**config.mk**
```make
export PLATFORM = sky130hd
export DESIGN_NAME = mask_share_gen
export DESIGN_NICKNAME = d
export VERILOG_FILES = /design/src/rtl/mask_share_gen.sv
export SDC_FILE = /design/constraint.sdc
export NUM_CORES = 1
export LEC_CHECK = 0
export BUFFER_PORTS_ARGS = -buffer_cell sky130_fd_sc_hd__buf_2
export CAP_MARGIN = 20
export CORE_MARGIN = 2
export CORE_UTILIZATION = 40
export DETAILED_ROUTE_END_ITERATION = 8
export PLACE_DENSITY = 0.69
export SLEW_MARGIN = 5
export SYNTH_ARGS = -nofsm -noshare
export SYNTH_HDL_FRONTEND = slang
export SYNTH_SLANG_ARGS = --single-unit
export TNS_END_PERCENT = 10
```
**constraint.sdc**
```tcl
create_clock -name clk -period 1.6 [get_ports clk]
set_input_delay 0.08 -clock clk [delete_from_list [all_inputs] [get_ports clk]]
set_output_delay 0.08 -clock clk [all_outputs]
set_load 0.01 [all_outputs]
```
**src/rtl/mask_share_gen.sv**
```systemverilog
// Splits plaintext operands a, b into two Boolean shares each, masks drawn from a 16-bit Galois LFSR.
// Latency: shares are valid one cycle after accept; streams one operand pair per cycle.
// Backpressure: a single output stage; in_ready drops while full and out_ready=0, and idle held shares are periodically re-masked.
module mask_share_gen #(
    parameter int          WIDTH   = 4,
    parameter logic [15:0] SEED    = 16'hACE1,
    parameter int          REFRESH = 8
) (
    input  logic             clk,
    input  logic             rst,
    input  logic             in_valid,
    output logic             in_ready,
    input  logic [WIDTH-1:0] a,
    input  logic [WIDTH-1:0] b,
    input  logic             seed_load,
    input  logic [15:0]      seed,
    output logic             out_valid,
    input  logic             out_ready,
    output logic [WIDTH-1:0] a0,
    output logic [WIDTH-1:0] a1,
    output logic [WIDTH-1:0] b0,
    output logic [WIDTH-1:0] b1
);

    // Output stage occupancy.
    localparam logic [0:0] EMPTY = 1'b0;
    localparam logic [0:0] FULL  = 1'b1;

    // Refresh counter sizing; REFRESH=0 still yields a legal 1-bit counter.
    localparam int             RW    = $clog2(REFRESH) + 1;
    localparam logic [RW-1:0]  RLAST = RW'((REFRESH > 0) ? (REFRESH - 1) : 0);

    logic [0:0]       state;
    logic [15:0]      lfsr;
    logic [15:0]      lfsr_step;
    logic [RW-1:0]    rcnt;
    logic             accept;
    logic             take;
    logic             hold;
    logic             refresh_hit;

    // Masks are sliced from the LFSR as four WIDTH-bit fields (WIDTH up to 4 fits in 16 bits):
    // the low two fields mask new operands, the high two re-mask held shares.
    logic [WIDTH-1:0] ma, mb, ra, rb;

    assign ma = lfsr[WIDTH-1:0];
    assign mb = lfsr[2*WIDTH-1:WIDTH];
    assign ra = lfsr[3*WIDTH-1:2*WIDTH];
    assign rb = lfsr[4*WIDTH-1:3*WIDTH];

    assign lfsr_step   = (lfsr >> 1) ^ (lfsr[0] ? 16'hB400 : 16'h0000);
    assign in_ready    = (state == EMPTY) || out_ready;
    assign out_valid   = (state == FULL);
    assign accept      = in_valid && in_ready;
    assign take        = (state == FULL) && out_ready;
    assign hold        = (state == FULL) && !out_ready;
    assign refresh_hit = (REFRESH > 0) && hold && (rcnt == RLAST);

    // LFSR free-runs; a zero seed would lock it up, so it falls back to SEED.
    always_ff @(posedge clk) begin
        if (rst) begin
            lfsr <= SEED;
        end else if (seed_load) begin
            lfsr <= (seed == 16'h0000) ? SEED : seed;
        end else begin
            lfsr <= lfsr_step;
        end
    end

    // Output stage: load masked shares on accept, empty on take, re-mask while held.
    // Plaintext only ever lands in a register already XORed with a fresh mask.
    always_ff @(posedge clk) begin
        if (rst) begin
            state <= EMPTY;
            rcnt  <= '0;
            a0    <= '0;
            a1    <= '0;
            b0    <= '0;
            b1    <= '0;
        end else if (accept) begin
            state <= FULL;
            rcnt  <= '0;
            a0    <= a ^ ma;
            a1    <= ma;
            b0    <= b ^ mb;
            b1    <= mb;
        end else if (take) begin
            state <= EMPTY;
            rcnt  <= '0;
        end else if (refresh_hit) begin
            // XORing the same value into both shares keeps the recombined operand intact.
            rcnt  <= '0;
            a0    <= a0 ^ ra;
            a1    <= a1 ^ ra;
            b0    <= b0 ^ rb;
            b1    <= b1 ^ rb;
        end else if (hold) begin
            rcnt  <= rcnt + 1'b1;
        end
    end

endmodule
```
**After elaboration in Yosys (flattened, before gate mapping)**

Cells that the tools add are included.

- Memories: 0
- Register bits after elaboration: 37
- Bits in read-only memories: 0
- Bits in writable memories: 0
- Bits in latches: 0
- Input port bits: 29

- Divide/modulo/power cells: 0
- Bitwise gates (word level): 8
- Add/sub/neg operators: 1
- Multiplexer cells: 17
- Shifts and indexed selects: 0
- $lt $le $gt $ge: 0
- Reduce and logical (&&, ||, !) cells: 11
- Equal/unequal tests: 2
- Multiply operators: 0

Operators by type and width:

| operator | count |
|---|---|
| $mux 16 | 3 |
| $mux 4 | 12 |
| $xor 4x4->4 | 6 |
| $logic_not 16->1 | 1 |
| $xor 15x16->16 | 1 |
| $add 4x1->4 const B | 1 |
| $eq 4x3->1 const B | 1 |
| $logic_and 1x1->1 | 4 |
| $reduce_bool 2->1 | 2 |
| $reduce_or 4->1 | 1 |
| $mux 1 | 2 |
| $ne 2x2->1 const B | 1 |
| $reduce_and 2->1 | 1 |
| $logic_not 1->1 | 1 |
| $logic_or 1x1->1 | 1 |
| $not 1->1 | 1 |

**Longest topological paths before layout**

Gate-level depths: netlist of the first run.

- Depth in word-level cells: 6
- Depth in mapped cells: 6
- Mapped depth without buffers: 4

**Worst setup path before layout of the first run**

Ideal clock, no wire load.

- Path kind: flip-flop to flip-flop
- Start: reg rcnt[0]
- End: reg a0[2]
- Clock period less this slack: 1.395 ns
- Setup slack: 0.205 ns
- Data required time: 1.509 ns
- Cell stages (with the launch flop): 6
- Arrival time: 1.304 ns
- Path through: dfxtp_1 -> ha_1 -> buf_2 -> nand4b_1 -> or3_1 -> a311oi_1

- Word-level cells in the longest chain between the ends: 4

RTL lines:

| item | RTL line | source |
|---|---|---|
| start, declared | 36 | `logic [RW-1:0] rcnt;` |
| start signal, assigned | 98 | `rcnt <= rcnt + 1'b1;` |
| $eq 4x3->1 | 57 | `assign refresh_hit = (REFRESH > 0) && hold && (rcnt == RLAST);` |
| $logic_and 1x1->1 | 57 |  |
| $reduce_bool 2->1 (no source line) | -- |  |
| $reduce_and 2->1 (no source line) | -- |  |
| end signal, assigned | 83 | `a0 <= a ^ ma;` |
| end signal, assigned | 93 | `a0 <= a0 ^ ra;` |
| end, declared | 19 | `output logic [WIDTH-1:0] a0,` |

Every way passes these cells.
A chain may end at the register's enable or synchronous reset.

**Worst setup path in the final report of the first run**

- Start: reg rcnt[0]
- End: reg a0[0]

The elaborated chain is that of the path after synthesis.

==> results of run 1 <==
## cell type report
type	instances	area, um2
clock inverters	1	7.51
repair buffers	53	283
well taps	52	65.1
multi-input cells	136	1010
flip-flops and latches	37	741
inverters	7	28.8
fillers	410	2200
clock buffers	6	82.6
## path summary, 6_finish.rpt
path            start  endpoint  slack, ps
max reg2reg   rcnt[0]     a0[0]        120
max           rcnt[0]     a0[0]        120
min reg2reg     b0[3]     b0[3]        510
min          seed[10]  lfsr[10]         40
## logic make-up (layout without fill, tap and decap cells)
kind of cell / count (synthesis) / in the layout / share of synthesized area
xor gates and xnor gates: 11 / 11 / 0.0518
and+or+nand+nor: 70 / 70 / 0.247
buffers and inverters: 24 / 67 / 0.0625
AOI/OAI and AO/OA: 44 / 44 / 0.180
muxes: 10 / 10 / 0.0545
DFF: 37 / 37 / 0.398
adders and majority gates: 1 / 1 / 0.00672
## registers in the layout (all words and copies together), names as in the netlist
register and count:
a1 4, b1 4, out_valid 1, lfsr 16
rcnt 4, b0 4, a0 4
## layer usage
layer	routed length (um)	GRT usage	vias to the layer above
met5	0	0	-
li1	-	-	841
met2	2120	0.293	69
met4	33	0.0419	0
met3	399	0.0500	6
met1	2200	0.270	777
## cell usage in the layout (no fill, tap or decap), types with 2 or more instances in the layout
master	Yosys	final
a21oi_1	3	3
a311oi_1	3	3
a31oi_1	9	9
and2b_1	2	2
and4bb_2	4	4
buf_2	4	46
buf_4	3	7
clkbuf_8	0	6
dfxtp_1	37	37
inv_1	5	5
mux2i_1	9	9
nand2b_1	2	2
nand3_1	13	13
nand4b_1	8	8
nor2_1	9	9
nor3_1	7	7
nor4_1	5	5
o21ai_0	5	5
o221ai_1	12	12
o22a_1	8	8
or3_1	13	13
xnor2_1	5	5
xor2_1	6	6
## worst reg2reg max path, cell delays in order (launching register included)
cell and delay, ps:
dfxtp_1 360, ha_2 290, nand4b_1 180, or3_1 340, a311oi_1 240
## repair_timing
action / in CTS / in global routing
hold buffers: 0 / 0
resized for setup: 0 / 1
endpoints found under the setup margin: 0 / 13
## power breakdown
| group | internal [mW] | switching (mW) |
|---|---|---|
| Clock | 0.341 | 0.334 |
| Sequential | 0.985 | 0.0577 |
| Combinational | 0.151 | 0.157 |
## synthesized netlist by cell type, types with 2 or more instances
| cell type | instances |
|---|---|
| dfxtp_1 | 37 |
| nand3_1 | 13 |
| or3_1 | 13 |
| o221ai_1 | 12 |
| a31oi_1 | 9 |
| clkbuf_1 | 9 |
| mux2i_1 | 9 |
| nor2_1 | 9 |
| nand4b_1 | 8 |
| o22a_1 | 8 |
| nor3_1 | 7 |
| xor2_1 | 6 |
| inv_1 | 5 |
| nor4_1 | 5 |
| o21ai_0 | 5 |
| xnor2_1 | 5 |
| and4bb_2 | 4 |
| buf_2 | 4 |
| a21oi_1 | 3 |
| a311oi_1 | 3 |
| buf_4 | 3 |
| and2b_1 | 2 |
| nand2b_1 | 2 |
## through the flow
step                      utilization  area, um2
after CTS                       0.501       2210
after global placement          0.480       2120
after floorplan                     -       1860
final                           0.501       2210
after detailed placement        0.480       2120
after global routing            0.501       2210
==> flow_metrics.env, run 1 <==
export IMPL_worst_slack_ps=117
export IMPL_grt_first_pass_wirelength_um=7790
export IMPL_cpPeakStageDelay_ps=360
export IMPL_total_power_divided_by_cell_area_mw_per_mm2=915
export IMPL_placement_setup_worst_slack_ps=34.9
export IMPL_drt_total_wl_um=4750
export IMPL_crit_slowest_cell="dfxtp_1"
export IMPL_cts_setup_buffers=0
export IMPL_numCtsBuffers=5
export IMPL_power_leakage_nw=0.853
export IMPL_i_o_buffers=46
export IMPL_rows=24
export IMPL_synth_largest_type_area_fraction=0.398
export IMPL_drt_iter0_drc=182
export IMPL_drc=0
export IMPL_initial_core_util=0.421
export IMPL_period_needed_ps=1480
export IMPL_area_growth_synth_to_final_pct=19.0
export IMPL_critical_path_class="flip-flop to flip-flop"
export IMPL_nNetsFinal=270
export IMPL_die_width_um=72.2
export IMPL_placeableCoreArea_mm2=0.00441
export IMPL_crit_end_element="flip-flop"
export IMPL_layout_worst_path_cycle_share=0.927
export IMPL_clk_transition_reported_paths_ps=80
export IMPL_fin_skew_ps=8.77
export IMPL_cp_data_arrival_time_ps=1690
export IMPL_worst_r2r_cell_count=4
export IMPL_synth_seq_cells=37
export IMPL_synth_sequential_area_ratio=0.398
export IMPL_worstHoldPathType="input pin to flip-flop"
export IMPL_floorplan_die_area_mm2=0.00521
export IMPL_post_synth_instance_area_mm2=0.00186
export IMPL_synthesis_instances=197
export IMPL_postSynth_topFlopCell="dfxtp_1"
export IMPL_place_congestion=0.777
export IMPL_crit_buf_inv=0
export IMPL_finalHoldWorstSlack_ps=36.4
export IMPL_unrepaired_setup_endpoints_after_global_routing="false"
export IMPL_cts_tree="yes"
export IMPL_overflow=0
export IMPL_die_height_um=72.2
export IMPL_worst_slew_pin_transition_ps=320
export IMPL_slew_limit_headroom=0.786
export IMPL_required_ps=1810
export IMPL_final_number_of_max_transition_violations=0
export IMPL_post_layout_power_mw=2.03
export IMPL_wire_per_inst_um=16.3
export IMPL_power_ir_vdd_worst_mv=0.530
export IMPL_synthArstFlopShare=0
export IMPL_yosys_warnings=0
export IMPL_layoutNonFillerInstCount=292
export IMPL_grt_start_max_net_pins=34
export IMPL_clk_latency_ps=290
export IMPL_result_of_the_run="finished, final reports clean"
export IMPL_synthesis_nets=227
export IMPL_clock_root_buffer="clkbuf_8"
export IMPL_dp_cells=285
export IMPL_yosys_top_cells_area="dfxtp_1 40%, o221ai_1 5.6%, mux2i_1 4.8%"
export IMPL_ys_types=39
export IMPL_detail_route_first_pass_iterations=4
export IMPL_number_of_antenna_violations_at_the_first_check_in_global_routing=0
export IMPL_ctsHtreeMaxLevel=2
export IMPL_antenna_viol_nets_final=0
export IMPL_timing_critical_path_max_delay_family="simple AND/OR/NAND/NOR gates"
export IMPL_postSynthAreaPerCell_um2=9.44
export IMPL_worst_hold_path_num_cells=2
export IMPL_detailroute_via_count=1693
export IMPL_worst_path_stages=4
export IMPL_first_global_vias=1585
export IMPL_fraction_of_layout_cells_with_a_size_suffix_above_1=0.304
export IMPL_yosysTopAreaCell="dfxtp_1"
export IMPL_timing_critical_path_fanout_max=10
export IMPL_timing_max_cap_violations=0
export IMPL_clk_path_buf_depth=2
export IMPL_antenna_cells_inserted=0
export IMPL_globalRouteTotalUtil=0.191
export IMPL_dp_hpwl_um=3450
export IMPL_tritoncts_num_sinks=37
export IMPL_report_final_hold_viol_count=0
export IMPL_max_clock_freq_mhz=674
export IMPL_finalSetupViolCount=0
export IMPL_setup_worst_path_start_class="flip-flop"
export IMPL_vias_per_cell=5.80
export IMPL_setup_total_negative_slack_ps=0
export IMPL_timing_critical_path_cells="ha_2 > nand4b_1 > or3_1 > a311oi_1"
export IMPL_num_io_pins=47
export IMPL_synth_enable_flop_cells=0
No activity file was read; power rests on OpenSTA's default activity.
==> run 2, diff against run 1 <==
--- a/config.mk
+++ b/config.mk
@@ -7,7 +7,6 @@
 export LEC_CHECK = 0
 export BUFFER_PORTS_ARGS = -buffer_cell sky130_fd_sc_hd__buf_2
 export CAP_MARGIN = 20
-export CORE_MARGIN = 2
 export CORE_UTILIZATION = 40
 export DETAILED_ROUTE_END_ITERATION = 8
 export PLACE_DENSITY = 0.69
==> run 2 against run 1 <==
Final cell count grew 0.34%. Clock power grew 20%. Die area shrank 5.5%. Critical path depth is the same. Worst setup slack gained 1.6 ps. Sequential share of layout area shrank 0.43 points. Via count grew 1.4%. Sequential power is essentially flat. Worst hold slack lost 1.1 ps. Global-route usage grew 1.4 points. Count of clock-buffer cells in the layout is the same. Non-clock buffer count is the same.
==> flow_metrics.env, run 2 (synthesis gave the netlist of run 1 again) <==
export IMPL_fraction_of_layout_cells_with_a_size_suffix_above_1=0.307
export IMPL_ctsHtreeMaxLevel=2
export IMPL_required_ps=1790
export IMPL_area_growth_synth_to_final_pct=20.7
export IMPL_finalSetupViolCount=0
export IMPL_largest_register_ff_count=16
export IMPL_numCtsBuffers=5
export IMPL_post_route_cell_area_mm2=0.00225
export IMPL_clk_path_buf_depth=2
export IMPL_clk_latency_ps=290
export IMPL_globalRouteTotalUtil=0.204
export IMPL_result_of_the_run="finished, final reports clean"
export IMPL_slew_limit_headroom=0.774
export IMPL_setup_worst_path_start_class="flip-flop"
export IMPL_worst_slew_pin_transition_ps=337
export IMPL_grt_first_pass_wirelength_um=7870
export IMPL_tritoncts_num_sinks=37
export IMPL_critical_path_class="flip-flop to flip-flop"
export IMPL_clock_root_buffer="clkbuf_8"
export IMPL_setup_total_negative_slack_ps=0
export IMPL_detailroute_via_count=1716
export IMPL_die_height_um=70.2
export IMPL_drt_total_wl_um=4810
export IMPL_area_sequential_um2=742
export IMPL_power_leakage_nw=0.866
export IMPL_max_clock_freq_mhz=675
export IMPL_cts_tree="yes"
export IMPL_total_power_divided_by_cell_area_mw_per_mm2=963
export IMPL_dp_hpwl_um=3470
export IMPL_clk_transition_reported_paths_ps=80
export IMPL_die_width_um=70.2
export IMPL_antenna_cells_inserted=0
export IMPL_power_ir_vdd_worst_mv=0.551
export IMPL_placeableCoreArea_mm2=0.00441
export IMPL_drc=0
export IMPL_placedInstanceArea_mm2=0.00212
export IMPL_detail_route_first_pass_iterations=4
export IMPL_cts_setup_buffers=0
export IMPL_final_number_of_max_transition_violations=0
export IMPL_drt_iter0_drc=109
export IMPL_timing_max_cap_violations=0
export IMPL_final_core_utilization=0.509
export IMPL_wire_per_inst_um=16.4
export IMPL_cts_hold_buffers_added=0
export IMPL_multi_input_comb_area_mm2=0.00102
export IMPL_leading_cell_type_in_the_layout_fill_and_taps_excluded="buf_2"
export IMPL_first_global_vias=1625
export IMPL_period_needed_ps=1480
export IMPL_floorplan_die_area_mm2=0.00493
export IMPL_number_of_antenna_violations_at_the_first_check_in_global_routing=0
export IMPL_timing_critical_path_fanout_max=10
export IMPL_worstHoldPathType="input pin to flip-flop"
export IMPL_overflow=0
export IMPL_vias_per_cell=5.86
export IMPL_layout_filler_cells=436
export IMPL_mostFrequentLayoutCells="46 x buf_2, 36 x dfxtp_1, 13 x or3_1, 13 x nand3_1, 12 x o221ai_1"
export IMPL_grt_start_max_net_pins=34
export IMPL_fin_skew_ps=5.92
export IMPL_antenna_viol_nets_final=0
export IMPL_layout_worst_path_cycle_share=0.926
export IMPL_nNetsFinal=270
export IMPL_unrepaired_setup_endpoints_after_global_routing="false"
export IMPL_report_final_hold_viol_count=0
export IMPL_finalHoldWorstSlack_ps=35.2
export IMPL_crit_end_element="flip-flop"
export IMPL_num_io_pins=47
export IMPL_rows=24
export IMPL_place_congestion=0.807
export IMPL_i_o_buffers=46
export IMPL_initial_core_util=0.421
export IMPL_cp_data_arrival_time_ps=1670
export IMPL_top_register="lfsr"
run 2: what timing repair did:
| action | 4_1_cts | 5_1_grt |
|---|---|---|
| setup endpoints to repair | 2 | 3 |
| gates cloned | 0 | 0 |
| pin swaps | 0 | 0 |
| gates resized for setup | 1 | 2 |
run 2: stage by stage:
| stage | worst slack (ps) | total power, mW | std cells |
|---|---|---|---|
| 6_report | 118 | 2.16 | 293 |
| 5_1_grt | 22.6 | 2.26 | 293 |
| 4_1_cts | 18.5 | 2.17 | 293 |
| 3_5_place_dp | -43.1 | 1.37 | 285 |
| 3_3_place_gp | 64.9 | 1.37 | 285 |
| 2_1_floorplan | 205 | 1.24 | 197 |
run 2: critical path: stages (launching register included):
cell	delay [ps]
dfxtp_1	390
ha_4	210
nand4b_1	160
or3_1	340
a311oi_1	290
run 2: path summary, 6_finish.rpt:
check / from / to / slack [ps] / cells after the start
max: rcnt[1] / b0[1] / 120 / 4
max reg2reg: rcnt[1] / b0[1] / 120 / 4
min reg2reg: b0[3] / b0[3] / 500 / 2
min: seed[10] / lfsr[10] / 40 / 2
run 2: power by group:
group	total, mW	switching [mW]	internal [mW]
combinational	0.309	0.158	0.151
sequential	1.04	0.0595	0.985
clock	0.809	0.341	0.468
total	2.16	0.558	1.60
run 2: area by class of cell:
| class | instances | share of cell area |
|---|---|---|
| Clock buffer | 6 | 0.0323 |
| Clock inverter | 2 | 0.0173 |
| Inverter | 7 | 0.0128 |
| Multi-Input combinational cell | 136 | 0.452 |
| Sequential cell | 37 | 0.330 |
| Tap cell | 52 | 0.0290 |
| Timing Repair Buffer | 53 | 0.126 |
run 2: layer usage:
layer | GRT usage | part of all wire | up-vias
li1 | - | - | 841
met1 | 0.289 | 0.48 | 811
met2 | 0.309 | 0.44 | 57
met3 | 0.0491 | 0.067 | 7
met4 | 0.0600 | 0.014 | 0
met5 | 0 | 0 | -
